### src/rtl/master_in.sv
// Master-side serial receive path: handshakes a read with the slave, deserialises one byte or a
// burst of bytes MSB first, strobes each completed byte and flags the end of the transaction.
module master_in (
  input  logic        clk,
  input  logic        reset,
  input  logic        slave_valid,
  input  logic        rx_data,
  input  logic [11:0] burst_num,
  input  logic [1:0]  instruction,
  output logic        rx_done,
  output logic        master_ready,
  output logic        new_rx,
  output logic [7:0]  data
);

  localparam logic [1:0] StIdle = 2'd0;
  localparam logic [1:0] StRecv = 2'd1;
  localparam logic [1:0] StGap  = 2'd2;
  localparam logic [1:0] StDone = 2'd3;

  localparam logic [1:0] InstrRead = 2'b11;

  logic [1:0]  state_q, state_d;
  logic [7:0]  shift_q, shift_d;
  logic [7:0]  data_q, data_d;
  logic [2:0]  bit_cnt_q, bit_cnt_d;
  logic [11:0] byte_cnt_q, byte_cnt_d;
  logic [11:0] total_q, total_d;

  logic        handshake;
  logic [7:0]  shift_next;
  logic [11:0] byte_cnt_inc;

  // Moore outputs, plus the ready term which also depends on the current command.
  always_comb begin
    master_ready = (state_q == StIdle) && (instruction == InstrRead);
    new_rx       = (state_q == StGap) || (state_q == StDone);
    rx_done      = (state_q == StDone);
    data         = data_q;
  end

  // Next-state logic for the receive sequencer and its datapath.
  always_comb begin
    state_d      = state_q;
    shift_d      = shift_q;
    data_d       = data_q;
    bit_cnt_d    = bit_cnt_q;
    byte_cnt_d   = byte_cnt_q;
    total_d      = total_q;
    handshake    = master_ready && slave_valid;
    shift_next   = {shift_q[6:0], rx_data};
    byte_cnt_inc = byte_cnt_q + 12'd1;

    case (state_q)
      StIdle: begin
        if (handshake) begin
          state_d    = StRecv;
          // A burst count of 0 still moves one byte.
          total_d    = (burst_num == 12'd0) ? 12'd1 : burst_num;
          bit_cnt_d  = 3'd0;
          byte_cnt_d = 12'd0;
          shift_d    = 8'h00;
        end
      end
      StRecv: begin
        shift_d   = shift_next;
        bit_cnt_d = bit_cnt_q + 3'd1;
        if (bit_cnt_q == 3'd7) begin
          data_d     = shift_next;
          byte_cnt_d = byte_cnt_inc;
          state_d    = (byte_cnt_inc < total_q) ? StGap : StDone;
        end
      end
      StGap: begin
        // The line is ignored for one slot; slave_valid is not rechecked inside a burst.
        bit_cnt_d = 3'd0;
        state_d   = StRecv;
      end
      StDone: begin
        state_d = StIdle;
      end
      default: begin
        state_d = StIdle;
      end
    endcase
  end

  // State registers with asynchronous active-low reset; a partial byte is simply dropped.
  always_ff @(posedge clk or negedge reset) begin
    if (!reset) begin
      state_q    <= StIdle;
      shift_q    <= 8'h00;
      data_q     <= 8'h00;
      bit_cnt_q  <= 3'd0;
      byte_cnt_q <= 12'd0;
      total_q    <= 12'd0;
    end else begin
      state_q    <= state_d;
      shift_q    <= shift_d;
      data_q     <= data_d;
      bit_cnt_q  <= bit_cnt_d;
      byte_cnt_q <= byte_cnt_d;
      total_q    <= total_d;
    end
  end

endmodule

### config.mk
export PLATFORM = sky130hd
export DESIGN_NAME = master_in
export DESIGN_NICKNAME = d
export VERILOG_FILES = /design/src/rtl/master_in.sv
export SDC_FILE = /design/constraint.sdc
export NUM_CORES = 1
export LEC_CHECK = 0
export BUFFER_PORTS_ARGS = -buffer_cell sky130_fd_sc_hd__buf_2
export CAP_MARGIN = 20
export CORE_MARGIN = 5
export CORE_UTILIZATION = 50
export DETAILED_ROUTE_END_ITERATION = 16
export HOLD_SLACK_MARGIN = 0.05
export PLACE_DENSITY = 0.73
export SLEW_MARGIN = 30
export SYNTH_ARGS = -nofsm -noshare
export SYNTH_HDL_FRONTEND = slang
export SYNTH_SLANG_ARGS = --single-unit
### constraint.sdc
create_clock -name clk -period 2.3 [get_ports clk]
set_clock_uncertainty 0.1 [all_clocks]
set_input_delay 0.46 -clock clk [delete_from_list [all_inputs] [get_ports clk]]
set_output_delay 0.46 -clock clk [all_outputs]
set_load 0.01 [all_outputs]
* Yosys cells after proc, flatten, opt, wreduce, memory -nomap -nowiden
Index checks and enable logic that the tools add are counted.
Widths: inputs -> output; s select.
** Word-level totals
- Flip-flop bits (word level) :: 44
- Output and inout port bits :: 11
- Logic and storage cells :: 41
- Input port bits :: 18
** Operators by class
- Magnitude comparators :: 1
- Muxes and demuxes :: 12
- Reduce and logical (&&, ||, !) cells :: 13
- Add/subtract/negate cells :: 2
- Equal/unequal tests :: 7
** Operator list (number)
- $mux 12 :: 3
- $pmux 12 s2 :: 1
- $pmux 7 s2 :: 1
- $add 12x1->12 const B :: 1
- $logic_not 12->1 :: 1
- $lt 12x12->1 :: 1
- $reduce_and 2->1 :: 5
- $pmux 3 s3 :: 1
- $pmux 2 s4 :: 1
- $mux 7 :: 1
- $eq 2x2->1 const B :: 3
- $mux 2 :: 2
- $ne 2x2->1 const B :: 2
- $add 3x1->3 const B :: 1
- $eq 3x3->1 const B :: 1
- $mux 3 :: 1
- $reduce_and 3->1 :: 1
- $reduce_bool 3->1 :: 1
- $eq 2x1->1 const B :: 1
- $logic_and 1x1->1 :: 2
- $logic_not 2->1 :: 1
- $reduce_bool 2->1 :: 1
- $logic_or 1x1->1 :: 1
- $mux 1 :: 1

* Logic depth before layout (Yosys ltp)
Gate-level depths: netlist (run 1).
- Depth in word-level cells :: 5
- Gate-level depth with buffers :: 9
- Mapped depth without buffers :: 9

* Least setup slack after synthesis (run 1)
OpenSTA, ideal clock, no wires.
- Path kind :: flip-flop to flip-flop
- From :: register byte_cnt_q[0]
- To :: register state_q[0]
- Period minus slack after synthesis :: 2.386 ns
- Path slack :: -0.086 ns
- Library setup time :: 0.141 ns
- Required time :: 2.059 ns
- Path buffers :: 0
- Cell stages (with the launch flop) :: 10
- Arrival :: 2.145 ns
- Path through :: dfrtp_1 -> ha_1 -> and4_2 -> nand4_1 -> xnor2_1 -> ha_1 -> o21ai_0 -> o2111ai_1 -> a2111oi_0 -> nor4_1
** Between the ends
- Word-level cells in the longest chain between the ends :: 5
** RTL lines
- start, declared :: line 27 : logic [11:0] byte_cnt_q, byte_cnt_d;
- start signal, assigned :: line 102 : byte_cnt_q <= byte_cnt_d;
- $add 12x1->12 :: line 52 : byte_cnt_inc = byte_cnt_q + 12'd1;
- $lt 12x12->1 :: line 71 : state_d = (byte_cnt_inc < total_q) ? StGap : StDone;
- $mux 1 :: line 71
- $mux 2 :: line 68 : if (bit_cnt_q == 3'd7) begin
- $pmux 2 s4 :: line 54 : case (state_q)
- end signal, assigned :: line 91 : state_q <= StIdle;
- end signal, assigned :: line 98 : state_q <= state_d;
- end, declared :: line 23 : logic [1:0] state_q, state_d;
No other way between the ends. The select of a mux whose other input is x is not followed.
A chain may end at the register's enable or synchronous reset.

* Worst setup path in the final report (run 1)
Same ends and word-level chain as after synthesis.

==> results of run 1 <==
-- metrics by stage --
step,hold slack (ns),cell area [um^2],std cells
finish,0.273,2770,346
global route,0.295,2770,346
CTS,0.268,2770,346
detailed placement,0.357,2610,336
global placement,0.352,2610,336
floorplan,0.0644,2320,249
-- path summary, 6_finish.rpt --
check                                                from                     end  slack [ns]
worst max-delay path            byte_cnt_q[0]$_DFFE_PN0P_  state_q[0]$_DFFE_PN0P_       -0.11
worst min-delay path                              rx_data     data[0]$_DFFE_PN0P_        0.27
worst min register to register        data[6]$_DFFE_PN0P_     data[6]$_DFFE_PN0P_        0.37
min in group asynchronous                           reset  total_q[5]$_DFFE_PN0P_        0.56
worst max register to register  byte_cnt_q[0]$_DFFE_PN0P_  state_q[0]$_DFFE_PN0P_       -0.11
max in group asynchronous                           reset     data[7]$_DFFE_PN0P_        1.04
-- cell families (layout without fill, tap and decap cells) --
kind of cell | after synthesis | in the layout | synth area share
simple gates | 99 | 99 | 0.206
compound gates | 53 | 53 | 0.137
flops | 44 | 44 | 0.480
buf+inv | 27 | 72 | 0.0529
fa+ha+maj | 14 | 14 | 0.0763
xor+xnor | 10 | 10 | 0.0382
mux | 2 | 2 | 0.00981
-- layout make-up --
type,instances,area [um^2]
clock buffers,5,68.8
fillers,363,1650
multi-input cells,178,1120
clock inverters,3,42.5
inverters,15,56.3
repair buffers,49,313
well taps,52,65.1
flip-flops and latches,44,1100
-- layer usage --
metal | part of all wire | track usage
met5 | 0 | 0
met4 | 0.017 | 0.0619
met3 | 0.042 | 0.0266
met2 | 0.46 | 0.265
met1 | 0.48 | 0.248
-- placed cells by master (no fill, tap or decap), drive strengths merged, types with 3 or more instances in the layout --
master  instances
clkbuf          5
nor2            8
nor4            3
inv            15
nand3           4
a21oi           6
o21ai          31
ha             14
xnor2           7
a211oi          3
dfrtp          44
xor2            3
nand4           4
nand2          67
buf            48
-- where the power goes --
group          switching [mW]  internal (mW)
Clock                   0.273          0.321
Combinational           0.689          0.612
Sequential              0.223           1.09
Total                    1.19           2.02
-- state kept, by name, indices dropped and copies added (netlist names) --
register	cells
bit_cnt_q	3
data	8
byte_cnt_q	12
shift_q	7
total_q	12
state_q	2
-- worst max-delay path, cell delays in order, from the launching register on --
cell,delay (ns)
dfrtp_1,0.42
and4_4,0.26
nand4_4,0.10
nor2_2,0.12
xor2_1,0.19
ha_1,0.28
a211oi_2,0.27
o2111ai_2,0.21
a2111oi_4,0.25
nor4_1,0.08
-- repair_timing --
| item | in CTS | in global routing |
|---|---|---|
| gates resized for setup | 4 | 0 |
| hold buffers | 1 | 0 |
| pin swaps | 3 | 6 |
| hold endpoints to repair | 20 | 0 |
| setup endpoints to repair | 1 | 1 |
| buffers inserted | 1 | 0 |
==> summary.txt, run 1 <==
STA
  • Peak Freq: a little over 400 MHz
  • Max-slew headroom: 0.643
  • Setup tns final: -0.108 ns
  • Tcrit/Tclk final: 1.05
  • RSZ-0062 raised after global routing: true
  • Final setup fails: 1
  • Final hold violation count: 0
  • Max Slew Vio Count: 0
  • Setup WS post-layout: -0.108 ns
  • Min Clock Period, post-route: 2.41 ns
  • Actual slew at the worst max-slew pin: 0.532 ns

Clock network
  • H-tree Lvls: 2
  • Root Buffer: clkbuf_8
  • Clock Sinks: 44
  • CTS Buf Count: 5
  • Clock Tree Buf Depth: 2
  • CTS tree: yes
  • Worst-path clk slew: 0.08 ns
  • Worst skew pair latency: 0.30 ns

Place
  • Setup WS pre-CTS: -0.328 ns
  • GPL Wtd Cong: 0.852
  • DP HPWL: 3530 um
  • Port bufs: 28

Run status
  • Outcome: finished, violations left
  • Failing checks: setup timing

Final layout
  • Layout area overhead: 20.5%
  • Utilization of the core after routing: 0.626
  • Nets: 325
  • ANT cells: 0
  • Share of layout cells above drive strength 1: 0.235

Synth
  • Mean Syn Cell Area: 9.22 um^2
  • Count leader, synth: nand2_1
  • Syn Inst Count: 249
  • Post-synthesis cell type with the largest combined area: dfrtp_1
  • Top-area cell type share of the netlist area: 0.480
  • Async SR Flop Fraction: 1.00
  • Synth Warn #: 0
  • #FFs+latches synth: 44
  • Synth cell types: between 40 and 50
  • Top_reg_cell synth: dfrtp_1
  • Largest cells by area after synthesis: dfrtp_1, nand2_1, ha_1
  • Register area share after synthesis: 0.480
  • Syn nets: 281
  • Post-synth EDFFs: 0
  • Post-Syn Area: 2290 um^2
  • Synth top cells by count: nand2_1, dfrtp_1, o21ai_0

Worst setup path
  • CP Capture Type: register
  • Worst Setup Start Kind: register
  • WS Path Type: register to register
  • Critical Path RT: 2.36 ns
  • Crit path max fanout: 4
  • CP arrival: ~2.5 ns
  • Worst r2r path cells: 9

Floorplanning
  • Die Area: 6040 um^2
  • Die height: between 70 and 80 um
  • Initial core utilization: 0.520
  • Core box area: 4410 um^2
  • Die width: 77.7 um
  • I/O pins: 29
  • Row count: 24

Power and ir drop
  • Peak VDD IR: 0.690 mV
  • P per Cell Area: 1160 nW/um^2
  • Pleak: ~1.4 nW
  • Post-layout power: 3.21 mW

Hold path
  • Hold Crit Depth: 3
  • Hold Crit Class: input pin to register

Global routing
  • Largest net degree at the start of global routing: 25
  • GRT Residual Overflow: 0
  • Total track usage: 0.173
  • Vias in the first global route: 1818
  • Initial antenna violation count: 0
  • First-pass GRT wire length: 8540 um

Route
  • Avg Vias per Cell: 5.27
  • Vias: between 1500 and 2000
  • DR DRC count: 0
  • DRT Pass-1 Iters: 5
  • Post-route ant nets: 0
  • Post-Route WL: 4760 um
  • Starting DRC count in detailed routing: 76
  • Avg WL per Cell: 13.8 um

Run
  • Max cap viols: 0
Note: power is estimated with default switching activity, not from simulation.
==> run 2, diff against run 1 <==
--- a/config.mk
+++ b/config.mk
@@ -7,11 +7,14 @@
 export LEC_CHECK = 0
 export BUFFER_PORTS_ARGS = -buffer_cell sky130_fd_sc_hd__buf_2
 export CAP_MARGIN = 20
+export CELL_PAD_IN_SITES_DETAIL_PLACEMENT = 0
+export CELL_PAD_IN_SITES_GLOBAL_PLACEMENT = 1
 export CORE_MARGIN = 5
-export CORE_UTILIZATION = 50
+export CORE_UTILIZATION = 44
 export DETAILED_ROUTE_END_ITERATION = 16
 export HOLD_SLACK_MARGIN = 0.05
-export PLACE_DENSITY = 0.73
+export PLACE_DENSITY_LB_ADDON = 0.1
+export RECOVER_POWER = 25
 export SLEW_MARGIN = 30
 export SYNTH_ARGS = -nofsm -noshare
 export SYNTH_HDL_FRONTEND = slang
==> constraint.sdc (replaced) <==
create_clock -name clk -period 2.6 [get_ports clk]
set_clock_uncertainty 0.1 [all_clocks]
set_input_delay 0.52 -clock clk [delete_from_list [all_inputs] [get_ports clk]]
set_output_delay 0.52 -clock clk [all_outputs]
set_load 0.01 [all_outputs]
==> summary.txt, run 2 (synthesized netlist as in run 1, its figures left out) <==
Run status
  • Outcome: complete, no violations

Final layout
  • Layout area overhead: 18.9%
  • Most frequent cells in the layout: nand2_1, dfrtp_1, o21ai_0, buf_2, inv_1
  • Share of layout cells above drive strength 1: 0.233 (-0.00124)
  • Most common cell after layout, fill and taps aside: nand2_1
  • ANT cells: 0 (unchanged)
  • Post-Layout Inst Area: 2730 um^2 (-1.4%)
  • Fill count: 512 (+41%)
  • Multi-input gate area: 1130 um^2 (+0.78%)
  • Nets: 318 (-2.2%)
  • Register area: 1100 um^2 (+0.11%)

Place
  • DP HPWL: 3320 um (-6.0%)
  • Placed cell areas: 2520 um^2 (-3.3%)
  • Port bufs: 28 (unchanged)
  • GPL Wtd Cong: 0.829 (-2.7%)
  • Setup WS pre-CTS: -0.104 ns (+0.224 ns)

Route
  • Post-route ant nets: 0 (unchanged)
  • Avg WL per Cell: 13.6 um (-0.98%)
  • DR DRC count: 0 (unchanged)
  • Post-Route WL: 4860 um (+2.2%)
  • DRT Pass-1 Iters: 5 (unchanged)
  • Starting DRC count in detailed routing: 83 (+9.2%)
  • Vias: 1796 (-1.5%)
  • Avg Vias per Cell: 5.03 (-4.6%)

Global routing
  • GRT Residual Overflow: 0 (unchanged)
  • First-pass GRT wire length: 8140 um (-4.8%)
  • Initial antenna violation count: 0 (unchanged)
  • Largest net degree at the start of global routing: 45 (+80%)
  • Vias in the first global route: 1766 (-2.9%)
  • Total track usage: 0.158 (-0.0145)

STA
  • Final hold violation count: 0 (unchanged)
  • RSZ-0062 raised after global routing: true
  • Final setup fails: 0 (-1)
  • Tcrit/Tclk final: 0.988 (-0.0589)
  • Peak Freq: 389 MHz (-6.3%)
  • Actual slew at the worst max-slew pin: 1.10 ns (+0.565 ns)
  • Max-slew headroom: 0.269 (-0.375)
  • Min Clock Period, post-route: 2.57 ns (+0.161 ns)
  • Setup WS post-layout: 0.0314 ns (+0.139 ns)
  • Max Slew Vio Count: 0 (unchanged)

Power and ir drop
  • Switching portion of total power: 0.370 (+0.000646)
  • Sequential power share: 0.417 (+0.008)
  • Power share of the clock group: 0.184 (about the same)
  • P per Cell Area: 1030 nW/um^2 (-11%)
  • Combinational share of power: 0.400 (-0.005)
  • Pleak: 1.33 nW (-3.2%)
  • Peak VDD IR: 0.474 mV (-31%)
  • Internal Power: 1.77 mW (-12%)
  • P_sw: 1.04 mW (-12%)

Clock network
  • Post-CTS Hold Buffers: 0 (-1)
  • Clock Sinks: 44 (unchanged)
  • Worst-path clk slew: 0.08 ns (about the same)
  • Worst skew pair latency: 0.29 ns (about the same)
  • CTS tree: yes
  • H-tree Lvls: 2 (unchanged)
  • Root Buffer: clkbuf_8
  • Clock Tree Buf Depth: 2 (unchanged)
  • CTS Buf Count: 5 (unchanged)

Worst setup path
  • Crit-path max cell delay: 0.44 ns (+0.02 ns)
  • Crit-path slowest cell: dfrtp_1
  • CP Capture Type: register
  • Worst-path cell chain: and4_4 > nand4_4 > nor2_2 > xor2_1 > ha_1 > a211oi_2 > o2111ai_2 > a2111oi_4 > nor4_1
  • WS Path Type: register to register
  • Critical Path RT: 2.66 ns (+0.30 ns)
  • Crit path max-delay family: compound AO/OA/AOI/OAI gates
  • CP arrival: 2.62 ns (+0.15 ns)
  • Worst Setup Start Kind: register
  • Crit path max fanout: 4 (unchanged)
  • Crit path buffers/inverters: 0 (unchanged)

Hold path
  • Hold Crit Class: input pin to register

Floorplanning
  • Die Area: 6760 um^2 (+12%)
  • I/O pins: 29 (unchanged)
  • Die height: 82.2 um (+5.7%)
  • Initial core utilization: 0.452 (-0.0677)
  • Row count: 26 (+8.3%)
  • Die width: 82.2 um (+5.7%)
  • Core box area: 5070 um^2 (+15%)

Run
  • Max cap viols: 0 (unchanged)
[run 2: changes by cell type in the layout (fill, tap and decap cells not counted), sizes merged]
| cell | change |
|---|---|
| buf | -7 |
| clkbuf | +1 |
| dlygate4sd3 | -1 |
[run 2: area by class of cell]
cell class / instances / share of cell area
flip-flops and latches: 44 / 0.404
well taps: 70 / 0.0321
clock buffers: 5 / 0.0252
inverters: 15 / 0.0206
repair buffers: 42 / 0.0890
multi-input cells: 178 / 0.413
clock inverters: 3 / 0.0156
[run 2: power by group through the flow]
| stage | combinational [mW] | clock [mW] | sequential, mW |
|---|---|---|---|
| floorplan | 0.681 | 0 | 1.17 |
| global placement | 0.989 | 0 | 1.17 |
| detailed placement | 1.01 | 0 | 1.18 |
| CTS | 1.02 | 0.532 | 1.17 |
| global route | 1.29 | 0.564 | 1.22 |
| finish | 1.12 | 0.516 | 1.17 |
[run 2: layer usage]
layer	track usage	share of wire
met5	0	0
met4	0.0548	0.015
met3	0.0358	0.024
met2	0.244	0.44
met1	0.219	0.52
[run 2: worst reg2reg max path, delay by kind of cell, from the launching register on]
kind,cells,cell delay (ns)
and+or+nand+nor,4,0.62
adders and majority gates,1,0.28
DFF,1,0.44
AOI/OAI and AO/OA,3,0.79
xor gates and xnor gates,1,0.20
[run 2: timing repair]
| action | in CTS | in global routing |
|---|---|---|
| resized for setup | 2 | 12 |
| setup endpoints to repair | 1 | 1 |
| setup buffers | 0 | 5 |
| pin swaps | 0 | 7 |
| hold endpoints to repair | 0 | 0 |
[run 2: final timing paths]
kind | slack, ns | startpoint | end | cells past startpoint
setup / recovery | 0.03 | byte_cnt_q[1]$_DFFE_PN0P_ | state_q[0]$_DFFE_PN0P_ | 9
hold / removal | 0.33 | rx_data | data[0]$_DFFE_PN0P_ | 3
setup reg to reg | 0.03 | byte_cnt_q[1]$_DFFE_PN0P_ | state_q[0]$_DFFE_PN0P_ | 9
hold reg to reg | 0.37 | data[6]$_DFFE_PN0P_ | data[6]$_DFFE_PN0P_ | 2
max in group asynchronous | 1.26 | reset | byte_cnt_q[0]$_DFFE_PN0P_ | 2
min in group asynchronous | 0.41 | reset | bit_cnt_q[0]$_DFFE_PN0P_ | 2
[run 2: metrics by stage]
stage	instances	utilization	hold slack (ns)	total power [mW]	setup TNS, ns
CTS	352	0.521	0.215	2.72	0
global placement	344	0.498	0.348	2.16	0
finish	357	0.537	0.332	2.81	0
global route	357	0.537	0.340	3.07	-0.0953
floorplan	249	-	0.124	1.85	0
detailed placement	344	0.498	0.356	2.18	-0.104
